--- config.mk ---
export PLATFORM = sky130hd
export DESIGN_NAME = opl_timer_bank_flat
export DESIGN_NICKNAME = d
export VERILOG_FILES = /design/src/rtl/opl_timer_pkg.sv /design/src/rtl/opl_timer_bank_if.sv /design/src/rtl/opl_timer_chan.sv /design/src/rtl/opl_timer_bank.sv /design/src/flat_wrapper.sv
export SDC_FILE = /design/constraint.sdc
export NUM_CORES = 1
export LEC_CHECK = 0
export ABC_AREA = 1
export CAP_MARGIN = 20
export CORE_MARGIN = 2
export CORE_UTILIZATION = 40
export CTS_BUF_LIST = sky130_fd_sc_hd__clkbuf_8
export DETAILED_ROUTE_END_ITERATION = 12
export GPL_TIMING_DRIVEN = 0
export SYNTH_ARGS = -nofsm -noshare
export SYNTH_HDL_FRONTEND = slang
export SYNTH_SLANG_ARGS = --single-unit
export TNS_END_PERCENT = 30
--- constraint.sdc ---
create_clock -name clk_opl -period 1.9 [get_ports clk_opl]
set_input_delay 0.475 -clock clk_opl [delete_from_list [all_inputs] [get_ports clk_opl]]
set_output_delay 0.475 -clock clk_opl [all_outputs]
set_load 0.01 [all_outputs]
--- src/rtl/opl_timer_pkg.sv ---
// Shared constants for the OPL timer bank: register indices, control/status
// bit positions and the per-timer resolution helper.
package opl_timer_pkg;

  localparam logic [7:0] REG_TEST        = 8'd1;
  localparam logic [7:0] REG_PRESET_BASE = 8'd2;
  localparam logic [7:0] REG_CTRL        = 8'd4;

  localparam int CTRL_IRQ_RST    = 7;
  localparam int CTRL_MASK_BASE  = 6;
  localparam int CTRL_START_BASE = 0;

  localparam int STAT_IRQ        = 7;
  localparam int STAT_FLAG_BASE  = 6;

  // Timer i counts in steps of base << 2i ticks (80 us, 320 us, 1280 us).
  function automatic int unsigned timer_res(input int unsigned base_us, input int unsigned idx);
    return base_us << (2 * idx);
  endfunction

endpackage

--- src/rtl/opl_timer_bank_if.sv ---
// Host-side index/data port of the timer bank, shared with the FM core decode.
interface opl_timer_bank_if;
  logic       addr;
  logic [7:0] din;
  logic       wr;
  logic [7:0] dout;
  logic       irq_n;

  // wr is a level strobe with no ready: the bank takes exactly one write on
  // each low-to-high transition and never stalls; addr/din must be stable
  // on the cycle wr first goes high. dout/irq_n are always valid.
  modport master (output addr, din, wr, input dout, irq_n);
  modport slave  (input addr, din, wr, output dout, irq_n);
endinterface

--- src/rtl/opl_timer_chan.sv ---
// One interval timer: prescaler (sub) plus up-counter (cnt), reloading from
// the preset on wrap and pulsing ovf_o on the wrapping tick.
module opl_timer_chan #(
  parameter int CNT_W = 8,
  parameter int RES   = 80
) (
  input  logic             clk_opl,
  input  logic             rst_n,
  input  logic             ce_i,
  input  logic             start_i,
  input  logic [CNT_W-1:0] preset_i,
  output logic             ovf_o
);
  localparam int SUB_W = (RES > 1) ? $clog2(RES) : 1;
  localparam logic [SUB_W-1:0] SUB_MAX = SUB_W'(RES - 1);

  logic [CNT_W-1:0] cnt_q, cnt_d;
  logic [SUB_W-1:0] sub_q, sub_d;

  always_comb begin
    cnt_d = cnt_q;
    sub_d = sub_q;
    ovf_o = 1'b0;
    // Stopped timers shadow the preset so a later start begins from it.
    if (!start_i) begin
      cnt_d = preset_i;
      sub_d = SUB_MAX;
    end else if (ce_i) begin
      if (sub_q != '0) begin
        sub_d = sub_q - 1'b1;
      end else begin
        sub_d = SUB_MAX;
        if (&cnt_q) begin
          cnt_d = preset_i;
          ovf_o = 1'b1;
        end else begin
          cnt_d = cnt_q + 1'b1;
        end
      end
    end
  end

  always_ff @(posedge clk_opl) begin
    if (!rst_n) begin
      cnt_q <= '0;
      sub_q <= SUB_MAX;
    end else begin
      cnt_q <= cnt_d;
      sub_q <= sub_d;
    end
  end

endmodule

--- src/rtl/opl_timer_bank.sv ---
// OPL-compatible timer bank: 1 us tick, index/data register decode, flags,
// status byte and IRQ. Optional test register enabled by OPL_TIMER_FORCE_EN.
module opl_timer_bank
  import opl_timer_pkg::*;
#(
  parameter int N_TIMERS    = 2,
  parameter int CNT_W       = 8,
  parameter int CLK_DIV     = 14,
  parameter int RES_BASE_US = 80
) (
  input logic               clk_opl,
  input logic               rst_n,
  opl_timer_bank_if.slave   bus
);
  localparam int TICK_W = (CLK_DIV > 1) ? $clog2(CLK_DIV) : 1;
  localparam logic [TICK_W-1:0] TICK_MAX = TICK_W'(CLK_DIV - 1);

  logic [TICK_W-1:0]   tick_q, tick_d;
  logic                wr_q;
  logic [7:0]          index_q, index_d;
  logic [CNT_W-1:0]    preset_q [N_TIMERS];
  logic [CNT_W-1:0]    preset_d [N_TIMERS];
  logic [N_TIMERS-1:0] start_q, start_d;
  logic [N_TIMERS-1:0] mask_q, mask_d;
  logic [N_TIMERS-1:0] flag_q, flag_d;
  logic [N_TIMERS-1:0] ovf;
  logic [N_TIMERS-1:0] force_set;
  logic                ce, wr_ev, idx_wr, data_wr, ctrl_wr;

  assign ce      = (tick_q == TICK_MAX);
  assign wr_ev   = bus.wr & ~wr_q;
  assign idx_wr  = wr_ev & ~bus.addr;
  assign data_wr = wr_ev & bus.addr;
  assign ctrl_wr = data_wr && (index_q == REG_CTRL);

`ifdef OPL_TIMER_FORCE_EN
  assign force_set = (data_wr && (index_q == REG_TEST) && bus.din[2]) ? ~mask_q : '0;
`else
  assign force_set = '0;
`endif

  always_comb begin
    tick_d   = ce ? '0 : tick_q + 1'b1;
    index_d  = idx_wr ? bus.din : index_q;
    preset_d = preset_q;
    start_d  = start_q;
    mask_d   = mask_q;
    for (int i = 0; i < N_TIMERS; i++) begin
      if (data_wr && (index_q == 8'(int'(REG_PRESET_BASE) + i)))
        preset_d[i] = bus.din[CNT_W-1:0];
    end
    if (ctrl_wr && !bus.din[CTRL_IRQ_RST]) begin
      for (int i = 0; i < N_TIMERS; i++) begin
        start_d[i] = bus.din[CTRL_START_BASE + i];
        mask_d[i]  = bus.din[CTRL_MASK_BASE - i];
      end
    end
    // Any control write clears; a same-cycle overflow or force still sets.
    flag_d = (flag_q & ~{N_TIMERS{ctrl_wr}}) | (ovf & ~mask_q) | force_set;
  end

  always_ff @(posedge clk_opl) begin
    if (!rst_n) begin
      tick_q  <= '0;
      wr_q    <= 1'b0;
      index_q <= '0;
      for (int i = 0; i < N_TIMERS; i++) preset_q[i] <= '0;
      start_q <= '0;
      mask_q  <= '0;
      flag_q  <= '0;
    end else begin
      tick_q   <= tick_d;
      wr_q     <= bus.wr;
      index_q  <= index_d;
      preset_q <= preset_d;
      start_q  <= start_d;
      mask_q   <= mask_d;
      flag_q   <= flag_d;
    end
  end

  for (genvar g = 0; g < N_TIMERS; g++) begin : g_chan
    opl_timer_chan #(
      .CNT_W (CNT_W),
      .RES   (int'(timer_res(RES_BASE_US, g)))
    ) u_chan (
      .clk_opl  (clk_opl),
      .rst_n    (rst_n),
      .ce_i     (ce),
      .start_i  (start_q[g]),
      .preset_i (preset_q[g]),
      .ovf_o    (ovf[g])
    );
  end

  always_comb begin
    bus.dout = '0;
    bus.dout[STAT_IRQ] = |flag_q;
    for (int i = 0; i < N_TIMERS; i++) bus.dout[STAT_FLAG_BASE - i] = flag_q[i];
  end

  assign bus.irq_n = ~(|flag_q);

endmodule

--- src/flat_wrapper.sv ---
// flat-port wrapper written by rule: the top's interface ports become plain ports
module opl_timer_bank_flat import opl_timer_pkg::*;
#(
  parameter int N_TIMERS    = 2,
  parameter int CNT_W       = 8,
  parameter int CLK_DIV     = 14,
  parameter int RES_BASE_US = 80
)
  (clk_opl, rst_n, bus_addr, bus_din, bus_wr, bus_dout, bus_irq_n);
  opl_timer_bank_if bus_i ();
  input logic clk_opl;
  input logic rst_n;
  input wire logic [$bits(bus_i.addr)-1:0] bus_addr;
  input wire logic [$bits(bus_i.din)-1:0] bus_din;
  input wire logic [$bits(bus_i.wr)-1:0] bus_wr;
  output wire logic [$bits(bus_i.dout)-1:0] bus_dout;
  output wire logic [$bits(bus_i.irq_n)-1:0] bus_irq_n;
  assign bus_i.addr = bus_addr;
  assign bus_i.din = bus_din;
  assign bus_i.wr = bus_wr;
  assign bus_dout = bus_i.dout;
  assign bus_irq_n = bus_i.irq_n;
  opl_timer_bank #(.N_TIMERS(N_TIMERS), .CNT_W(CNT_W), .CLK_DIV(CLK_DIV), .RES_BASE_US(RES_BASE_US)) u_core (.clk_opl(clk_opl), .rst_n(rst_n), .bus(bus_i));
endmodule
==> results of run 1 <==
==> state kept, by name (all words and copies together) (netlist names) <==
signal                      count
u_core.index_q                  8
u_core.wr_q                     1
u_core.mask_q                   2
u_core.g_chan.u_chan.sub_q     16
u_core.start_q                  2
u_core.flag_q                   2
u_core.g_chan.u_chan.cnt_q     16
u_core.preset_q                16
u_core.tick_q                   4
==> path summary, 6_finish.rpt <==
check	from	end	cells past startpoint
min reg2reg	u_core.index_q[6]	u_core.index_q[6]	2
min	u_core.index_q[6]	u_core.index_q[6]	2
max reg2reg	u_core.g_chan[0].u_chan.cnt_q[0]	u_core.g_chan[0].u_chan.cnt_q[1]	8
max	u_core.flag_q[0]	bus_dout[7]	3
==> metal layers <==
metal	vias to the layer above	global-route usage, %
li1	1585	-
met4	0	7.26
met1	1332	21.8
met2	62	27.9
met5	-	0
met3	13	3.95
==> power by group through the flow <==
| stage | clock network (W) | logic (W) | registers, W |
|---|---|---|---|
| global placement | 0 | 0.000154 | 0.00148 |
| global route | 0.00131 | 0.000178 | 0.00145 |
| finish | 0.00122 | 0.000156 | 0.00144 |
| CTS | 0.00125 | 0.000157 | 0.00144 |
| detailed placement | 0 | 0.000156 | 0.00148 |
| floorplan | 0 | 0.0000990 | 0.00147 |
==> tightest hold or removal path, stage by stage (launching register included) <==
cell,delay [ns]
sky130_fd_sc_hd__dfxtp_1,0.30
sky130_fd_sc_hd__inv_1,0.06
sky130_fd_sc_hd__a21oi_1,0.06
==> cells by family after synthesis <==
group | Yosys count
xor+xnor | 9
compound gates | 54
buf+inv | 76
fa+ha+maj | 6
other cells | 1
flops | 67
simple gates | 276
==> cell usage after synthesis (all sizes together) (2+ instances only) <==
| cell | n | area share, % |
|---|---|---|
| nand2 | 124 | 15 |
| nor2 | 99 | 12 |
| dfxtp | 67 | 40 |
| inv | 60 | 6.7 |
| o21ai | 38 | 5.7 |
| nand3 | 33 | 5.6 |
| a21oi | 13 | 1.9 |
| buf | 12 | 2.7 |
| nand4 | 9 | 1.7 |
| ha | 6 | 2.2 |
| xor2 | 6 | 1.6 |
| nand3b | 5 | 1.1 |
| clkbuf | 4 | 0.45 |
| nor3 | 4 | 0.93 |
| xnor2 | 3 | 0.79 |
| o21bai | 2 | 0.45 |
==> area by class of cell <==
| type | instances | area [µm²] | area share, % |
|---|---|---|---|
| plain buffers | 16 | 106 | 2.76 |
| well taps | 105 | 131 | 3.41 |
| flip-flops and latches | 67 | 1340 | 34.9 |
| inverters | 60 | 225 | 5.85 |
| clock inverters | 7 | 75.1 | 1.95 |
| clock buffers | 9 | 124 | 3.22 |
| repair buffers | 15 | 153 | 3.97 |
| multi-input cells | 350 | 1690 | 43.9 |
==> per-stage QoR <==
stage	setup TNS, ns	hold slack (ns)	instance area (µm²)	setup slack, ns
after floorplan	0	0.429	3360	0.566
after detailed placement	-0.0187	0.451	3640	-0.0187
after global placement	-0.0166	0.443	3640	-0.00946
after global routing	0	0.475	3850	0.00780
final	0	0.459	3850	0.0616
after CTS	0	0.463	3840	0.0111
==> what timing repair did <==
action / in CTS / in global routing
resized for setup: 1 / 3
endpoints found under the hold margin: 0 / 0
setup endpoints to repair: 2 / 2
==> run summary, run 1 <==
For this design the total switching power over the nets is just over 0.0007 W. Detailed routing placed a total of around 250 µm of wire on met3. The count of clock tree sinks is 67. The number of buffers inserted by port buffering is 15. In this run the clock root is driven by a sky130_fd_sc_hd__clkbuf_8.

The count of cell types in the netlist came out at 31. The minimum clock period is 1.84 ns. The simple-gate portion of the synthesized area came out at 37.0%.

The met1 routed wirelength after detailed routing is 3420 µm. TritonCTS built the clock tree. The setup clock skew after layout came out at 0.00808 ns. The post-synthesis sequential element count is 67. The warning count from the yosys run is 0.

The starting density of the core is 40.9%. The total overflow left after global routing is 0. The fraction of the core area covered by cells at the end of the flow is 47.1%. Leaving out fill and tap cells, the most frequent cell in the layout is sky130_fd_sc_hd__nand2_1. Among all stages on the critical path, the largest delay is contributed by sky130_fd_sc_hd__clkdlybuf4s50_1. The core region area is 8180 µm². The initial antenna violation count came to 0. The filler cells instantiated in the layout total 855. The adder-cell share of the synthesized area is approximately 2.2%. The setup slack of the worst register-to-register path came out at around 0.38 ns.

The category of the worst setup path capture point is a primary output. The flow ran to the end, and the final reports show no timing, DRC or antenna violations. After synthesis, flip-flops and latches occupy between 40% and 50% of the total area. Across the VDD grid, the largest voltage drop is 0.466 mV. Summing the areas of all compound-gate instances in the mapped netlist gives 8.30% of the synthesized area.

The data arrival time of the worst path came out at 1.36 ns. Data on the critical path is required at its endpoint by around 1.4 ns. The min-delay analysis places its worst path in the category reg -> reg. The total power draw came out at approximately 0.0028 W. The number of vias after detailed routing is 2,992. The buffers plus inverters on the worst setup path is 2.

Across every metal layer, demand over resource in global routing totals approximately 17%. The number of hold buffers added after cts came out at 0. The number of antenna diodes in the final layout is 0. The part of the power in combinational logic came out at 5.5%.

The number of cell rows is 33. The top cell types in the final layout, fill and taps aside, are 116 x sky130_fd_sc_hd__nand2_1, 92 x sky130_fd_sc_hd__nor2_1, 65 x sky130_fd_sc_hd__dfxtp_1, 54 x sky130_fd_sc_hd__inv_1, 34 x sky130_fd_sc_hd__o21ai_0. The number of synthesized flops with an enable pin came out at 0.

The net count of the finished layout is approximately 540. The final layout contains routed wiring with a total length of 7100 µm. Walking the worst path, the cells encountered are nor2_2 -> inv_1 -> clkdlybuf4s50_1. The count of placed standard cells in the final layout, fillers left out came out at about 630. The final setup violation count came out at 0. The xor and xnor fraction of the mapped netlist area came out at 2.36%. The half-perimeter wire length after detailed placement came out at 5220 µm. The total count of max-transition violations in the final report came to 0. The number of placed I/O pins came out at 21. The H-tree depth is 3. The starting DRC count in detailed routing is between 100 and 150. In the synthesized netlist the dominant register cell turns out to be sky130_fd_sc_hd__dfxtp_1. The cell internal power dissipation came out at approximately 0.0021 W.

The sort of element at the start of the critical path is a flop. Of all nets on the critical path, the largest fanout is 3. The number of buffers added by the clock tree synthesis step came out at 9. Summed over all cells, the static leakage comes to roughly 1.7 nW. The fraction of registers with async set or reset after synthesis came out at 0%.

The number of global-route vias before repair came to 2,771. The via density per instance is around 4.8. The final count of hold timing violations came out at 0.

The total of max-cap violations came out at 0. The largest family of logic cells by synthesized area is simple AND/OR/NAND/NOR gates. Clock latency on the worst-skew pair, taken at its later pin, is 0.35 ns. The detail route stage leaves a number of antenna-violating nets equal to 0. The met2 layer wire length in the routed design came out at between 3000 and 4000 µm. The layout overhead on the synthesized area is 15.0%. The cell count after synthesis came out at 489.

The clock slew seen by the registers of the worst setup and hold paths came out at ~0.080 ns. The die area is 9110 µm². Power spread over the standard cell area amounts to 732 nW/µm².

The upper clock frequency limit is roughly 540 MHz. The fraction of power spent switching nets is 25.3%. The width of the chip is 95.5 µm. The chip height came out at 95.5 µm.

The detailed router used layers up to and including met4. The mux contribution to synthesized area came out at 0%. After clock tree synthesis, the setup repair step added 0 buffers. On the critical path the largest part of the delay comes from buffers and inverters. The maximum number of pins on one net before global-route repair came out at 14. The critical path is of the reg -> out type. The fraction of layout instances using a drive strength above 1 came out at a little over a tenth. Setup repair after global routing left no endpoint under its margin.

The first global-routing pass estimated between 10,000 and 15,000 µm of wire. For this run, design rule violations remaining after detail routing come to 0. Of the available clock period, the critical path in the final layout requires 96.8%. The placer congestion estimate is 0.871. Once placement completed, the tool counted placed cells totaling 613.

The share of total power dissipated in sequential elements is 51.2%. The deepest clock path buffer count is 2. For this run, the detailed router's first-pass iteration total came to 4. The synthesized area per cell is 6.84 µm².

The combined area of all synthesized cells is between 3000 and 4000 µm². Dividing the detail-routed wire length by the instance count gives between 10 and 15 µm. The largest stage delay on the critical path came out at 0.52 ns.

The share of total power dissipated in the clock network is between 40% and 50%.
No activity file was read; power rests on OpenSTA's default activity.
==> run 2, diff against run 1 <==
--- a/config.mk
+++ b/config.mk
@@ -14,5 +14,6 @@
 export GPL_TIMING_DRIVEN = 0
 export SYNTH_ARGS = -nofsm -noshare
 export SYNTH_HDL_FRONTEND = slang
+export SYNTH_HIERARCHICAL = 1
 export SYNTH_SLANG_ARGS = --single-unit
-export TNS_END_PERCENT = 30
+export TNS_END_PERCENT = 50
==> run 2 against run 1 <==
Against the previous run:
- first-iteration DRC count shrank 41%
- die area grew 8.3%
- worst setup slack gained 0.051 ns
- worst hold slack lost 0.011 ns
- non-clock buffer count grew 6
- power grew 5.0%
- fmax grew 2.8%
- critical path depth is the same
- largest cell class unchanged
- largest power group unchanged
==> run summary, run 2 <==
The width of the chip came out at 99.3 µm (+4.1%). The post-synthesis sequential element count came to 67 (unchanged). The total count of max-transition violations in the final report is 0 (unchanged). The fraction of power spent switching nets came out at 24.1% (-1.3 points). The number of iterations in the first detailed-routing pass is 4 (unchanged). The detailed-route wire length is 7260 µm (+2.3%). The number of remaining DRC errors came out at 0 (unchanged). The fraction of registers with async set or reset after synthesis came out at 0% (unchanged). The most common cell in the netlist is sky130_fd_sc_hd__nand2_1.

The count of placed standard cells in the final layout, fillers left out is 671 (+6.7%). The clock slew seen by the registers of the worst setup and hold paths was 0.07 ns (about the same). The share of the cycle needed by the critical path after routing came out at 94.1% (-2.7 points). The count of cell types in the netlist came out at 34 (+9.7%). The fraction of post-synthesis cell area in the top cell type by area came out at 36.9% (-3.2 points).

STA classifies the critical path endpoint as a primary output. The diode insertion count for antenna repair came out at 0 (unchanged). The final-stage net count came out at 577 (+7.4%). The half-perimeter wire length after detailed placement came out at 5370 µm (+2.8%).

The maximum vdd ir drop came out at 0.285 mV (-39%). The wire length of the first global-routing pass is 13,000 µm (+7.4%). The die area came to 9870 µm² (+8.3%).

The number of global-route vias before repair came out at 2,935 (+5.9%). The fraction of the core area covered by cells at the end of the flow came out at 47.6% (+0.50 points). The number of cell rows came out at 34 (+3.0%). The static leakage is 1.83 nW (+8.3%). The worst register-to-register path ends at u_core/g_chan[1].u_chan/cnt_q[5]. The placer congestion estimate came out at 0.806 (-7.5%). The share of synthesized area occupied by flip-flops and latches was 36.9% (-3.2 points).

The maximum number of pins on one net before global-route repair came out at 13 (-1). The chip height is 99.3 µm (+4.1%). The hold path depth is 1 (-1). The deepest clock path buffer count was 2 (unchanged). The setup clock skew after layout came out at 0.00632 ns (-0.00175 ns). The number of synthesized flops with an enable pin is 0 (unchanged).

The total track usage was 16.1% (-1.0 points). The flip-flop cell with the highest count after synthesis is sky130_fd_sc_hd__dfxtp_1. Setup repair after global routing could not meet its margin everywhere. The upper clock frequency limit is 559 MHz (+2.8%).

Ranked by total cell area, the synthesized netlist is headed by sky130_fd_sc_hd__dfxtp_1 37%, sky130_fd_sc_hd__nand2_1 12%, sky130_fd_sc_hd__nor2_1 7.4%. The flow ran to the end, and the final reports show no timing, DRC or antenna violations. The synthesized area per cell is 6.88 µm² (+0.61%). The number of cell instances on the worst register-to-register path came out at 11 (+3). The via density per instance was 4.67 (-1.7%).

The initial antenna violation count is 0 (unchanged). The count of clock tree sinks came out at 67 (unchanged). The root buffer cell is sky130_fd_sc_hd__clkbuf_8. The cell type contributing the most total cell area after synthesis is sky130_fd_sc_hd__dfxtp_1.

The sort of element at the start of the critical path is a flop. The startpoint of the worst-slack reg-to-reg timing path is u_core/tick_q[0]. The share of total power in sequential cells is 48.8% (-2.4 points). The number of buffers added by the clock tree synthesis step is 9 (unchanged).

The core region area came out at 8760 µm² (+7.2%). The relative contribution of the clock network to total power came out at 44.3% (+1.0 points). The starting DRC count in detailed routing is 85 (-41%).

The largest registers in the layout are u_core/g_chan.u_chan/cnt_q: 16 flops, u_core/g_chan.u_chan/sub_q: 16 flops, u_core/preset_q: 16 flops. The clock insertion delay at the later pin of the skew report was 0.34 ns (about the same). The number of buffers inserted by port buffering is 15 (unchanged). The starting density of the core came to 41.5% (+0.55 points).

The total setup buffers inserted after CTS came out at 0 (unchanged). The TritonCTS clock tree is done. The worst hold path class is reg -> reg. The remaining antenna violation count after routing is 0 (unchanged).

The part of the power in combinational logic is 6.9% (+1.4 points). The minimum clock period came to 1.79 ns (-0.0507 ns). The worst endpoint required time was 1.42 ns (about the same). The number of vias after detailed routing came to 3,136 (+4.8%). The worst hold path terminates at u_core/tick_q[0].

The hold path startpoint is u_core/tick_q[0]. The most common cell after layout, fill and taps aside is sky130_fd_sc_hd__nand2_1. The warning count from the yosys run came to 6 (+6). The H-tree depth is 3 (unchanged). The setup slack of the worst register-to-register path is 0.21 ns (-0.17 ns). The switching component of the power came out at 0.000713 W (-0.26%). The number of hold buffers added after cts is 0 (unchanged). The average wire length per cell after detail routing is 10.8 µm (-4.1%). The power per cell area is 710 nW/µm² (-3.1%). The cell count after synthesis is 528 (+8.0%). The total of max-cap violations came out at 0 (unchanged).

The overflow left after global routing is 0 (unchanged). The number of cells in the design after placement is 655 (+6.9%). The final setup violation count came out at 0 (unchanged).

In the synthesized netlist, the cells that appear most often are 121 x sky130_fd_sc_hd__nand2_1, 72 x sky130_fd_sc_hd__nor2_1, 67 x sky130_fd_sc_hd__dfxtp_1. The top cell types in the final layout, fill and taps aside, are 121 x sky130_fd_sc_hd__nand2_1, 72 x sky130_fd_sc_hd__nor2_1, 64 x sky130_fd_sc_hd__dfxtp_1, 62 x sky130_fd_sc_hd__inv_1, 46 x sky130_fd_sc_hd__nand3_1. The summed negative setup slack over all endpoints is 0 ns (unchanged). The cell internal power dissipation is 0.00225 W (+6.8%).

The data arrival time of the worst path is 1.31 ns (-0.05 ns). The maximum fanout encountered on the critical timing path came out at 3 (unchanged). The number of placed I/O pins is 21 (unchanged). The type of the worst setup path is reg -> out. The combined area of all synthesized cells is 3630 µm² (+8.6%). The layout overhead on the synthesized area came out at 14.7%.

The fraction of layout instances using a drive strength above 1 is 14.7% (+4.2 points). The final count of hold timing violations is 0 (unchanged).
-- run 2: cell count changes after synthesis, moves of 5 or more --
cell,delta
sky130_fd_sc_hd__nand2_1,+5
sky130_fd_sc_hd__inv_1,+7
sky130_fd_sc_hd__a21oi_1,+25
sky130_fd_sc_hd__o21ai_0,-19
sky130_fd_sc_hd__nand2_2,+7
sky130_fd_sc_hd__nand3_1,+16
sky130_fd_sc_hd__nor2_1,-21
-- run 2: repair_timing --
item / in CTS / in global routing
setup endpoints to repair: 1 / 16
cloned: 0 / 0
pin swaps: 0 / 0
gates resized for setup: 1 / 6
-- run 2: metrics by stage --
step	hold WS, ns	setup slack [ns]	total power, W	area, µm²
2_1_floorplan	0.424	0.304	0.00162	3650
3_3_place_gp	0.436	-0.104	0.00168	3940
3_5_place_dp	0.442	-0.158	0.00168	3940
4_1_cts	0.453	0.0383	0.00300	4150
5_1_grt	0.465	-0.00748	0.00309	4170
6_report	0.448	0.112	0.00296	4170
-- run 2: cell families after synthesis --
group                    count (synthesis)  share of synthesized area, %
buffers and inverters                   94                          12.2
adder cells (fa/ha/maj)                  7                          2.41
AO/OA/AOI/OAI                           60                          8.40
XOR/XNOR                                 9                          2.17
AND/OR/NAND/NOR                        290                          37.8
other                                    1                         0.103
flip-flops                              67                          36.9
-- run 2: worst max path at each step --
stage,end,startpoint,cells past startpoint,slack [ns]
after floorplan,u_core/g_chan[1].u_chan/cnt_q[5],u_core/tick_q[0],11,0.30
after global placement,u_core/g_chan[1].u_chan/sub_q[8],rst_n,5,-0.10
after detailed placement,u_core/g_chan[1].u_chan/sub_q[5],rst_n,5,-0.16
after CTS,bus_dout[7],u_core/flag_q[0],3,0.04
after global routing,bus_dout[7],u_core/flag_q[0],3,-0.007
final,bus_dout[7],u_core/flag_q[0],3,0.11
-- run 2: layer usage --
metal  global-route usage (%)  vias up  part of all wire, %
met3                     2.74       11                  3.0
met4                     7.59        0                  1.8
li1                         -     1705                    -
met2                     25.3       40                   45
met1                     21.7     1380                   50
met5                        0        -                    0
-- run 2: final cells by class --
class                      count  area, µm²
buffer                        22        174
clock buffer                   9        124
clock inverter                 7       93.8
fill                         928       4590
inverter                      72        270
multi-input combinational    371       1870
sequential                    67       1350
tap                          108        135
timing repair buffer          15        153
-- run 2: power by group through the flow --
stage / combinational, W / clock, W / sequential, W
final: 0.000203 / 0.00131 / 0.00144
after global routing: 0.000232 / 0.00142 / 0.00145
after CTS: 0.000204 / 0.00135 / 0.00144
after detailed placement: 0.000204 / 0 / 0.00148
after global placement: 0.000201 / 0 / 0.00148
after floorplan: 0.000145 / 0 / 0.00147
-- run 2: critical path, stage by stage, from the launching register on --
cell and delay (ns):
sky130_fd_sc_hd__dfxtp_2 0.34, sky130_fd_sc_hd__nor2_1 0.12, sky130_fd_sc_hd__inv_1 0.05, sky130_fd_sc_hd__clkdlybuf4s50_1 0.47
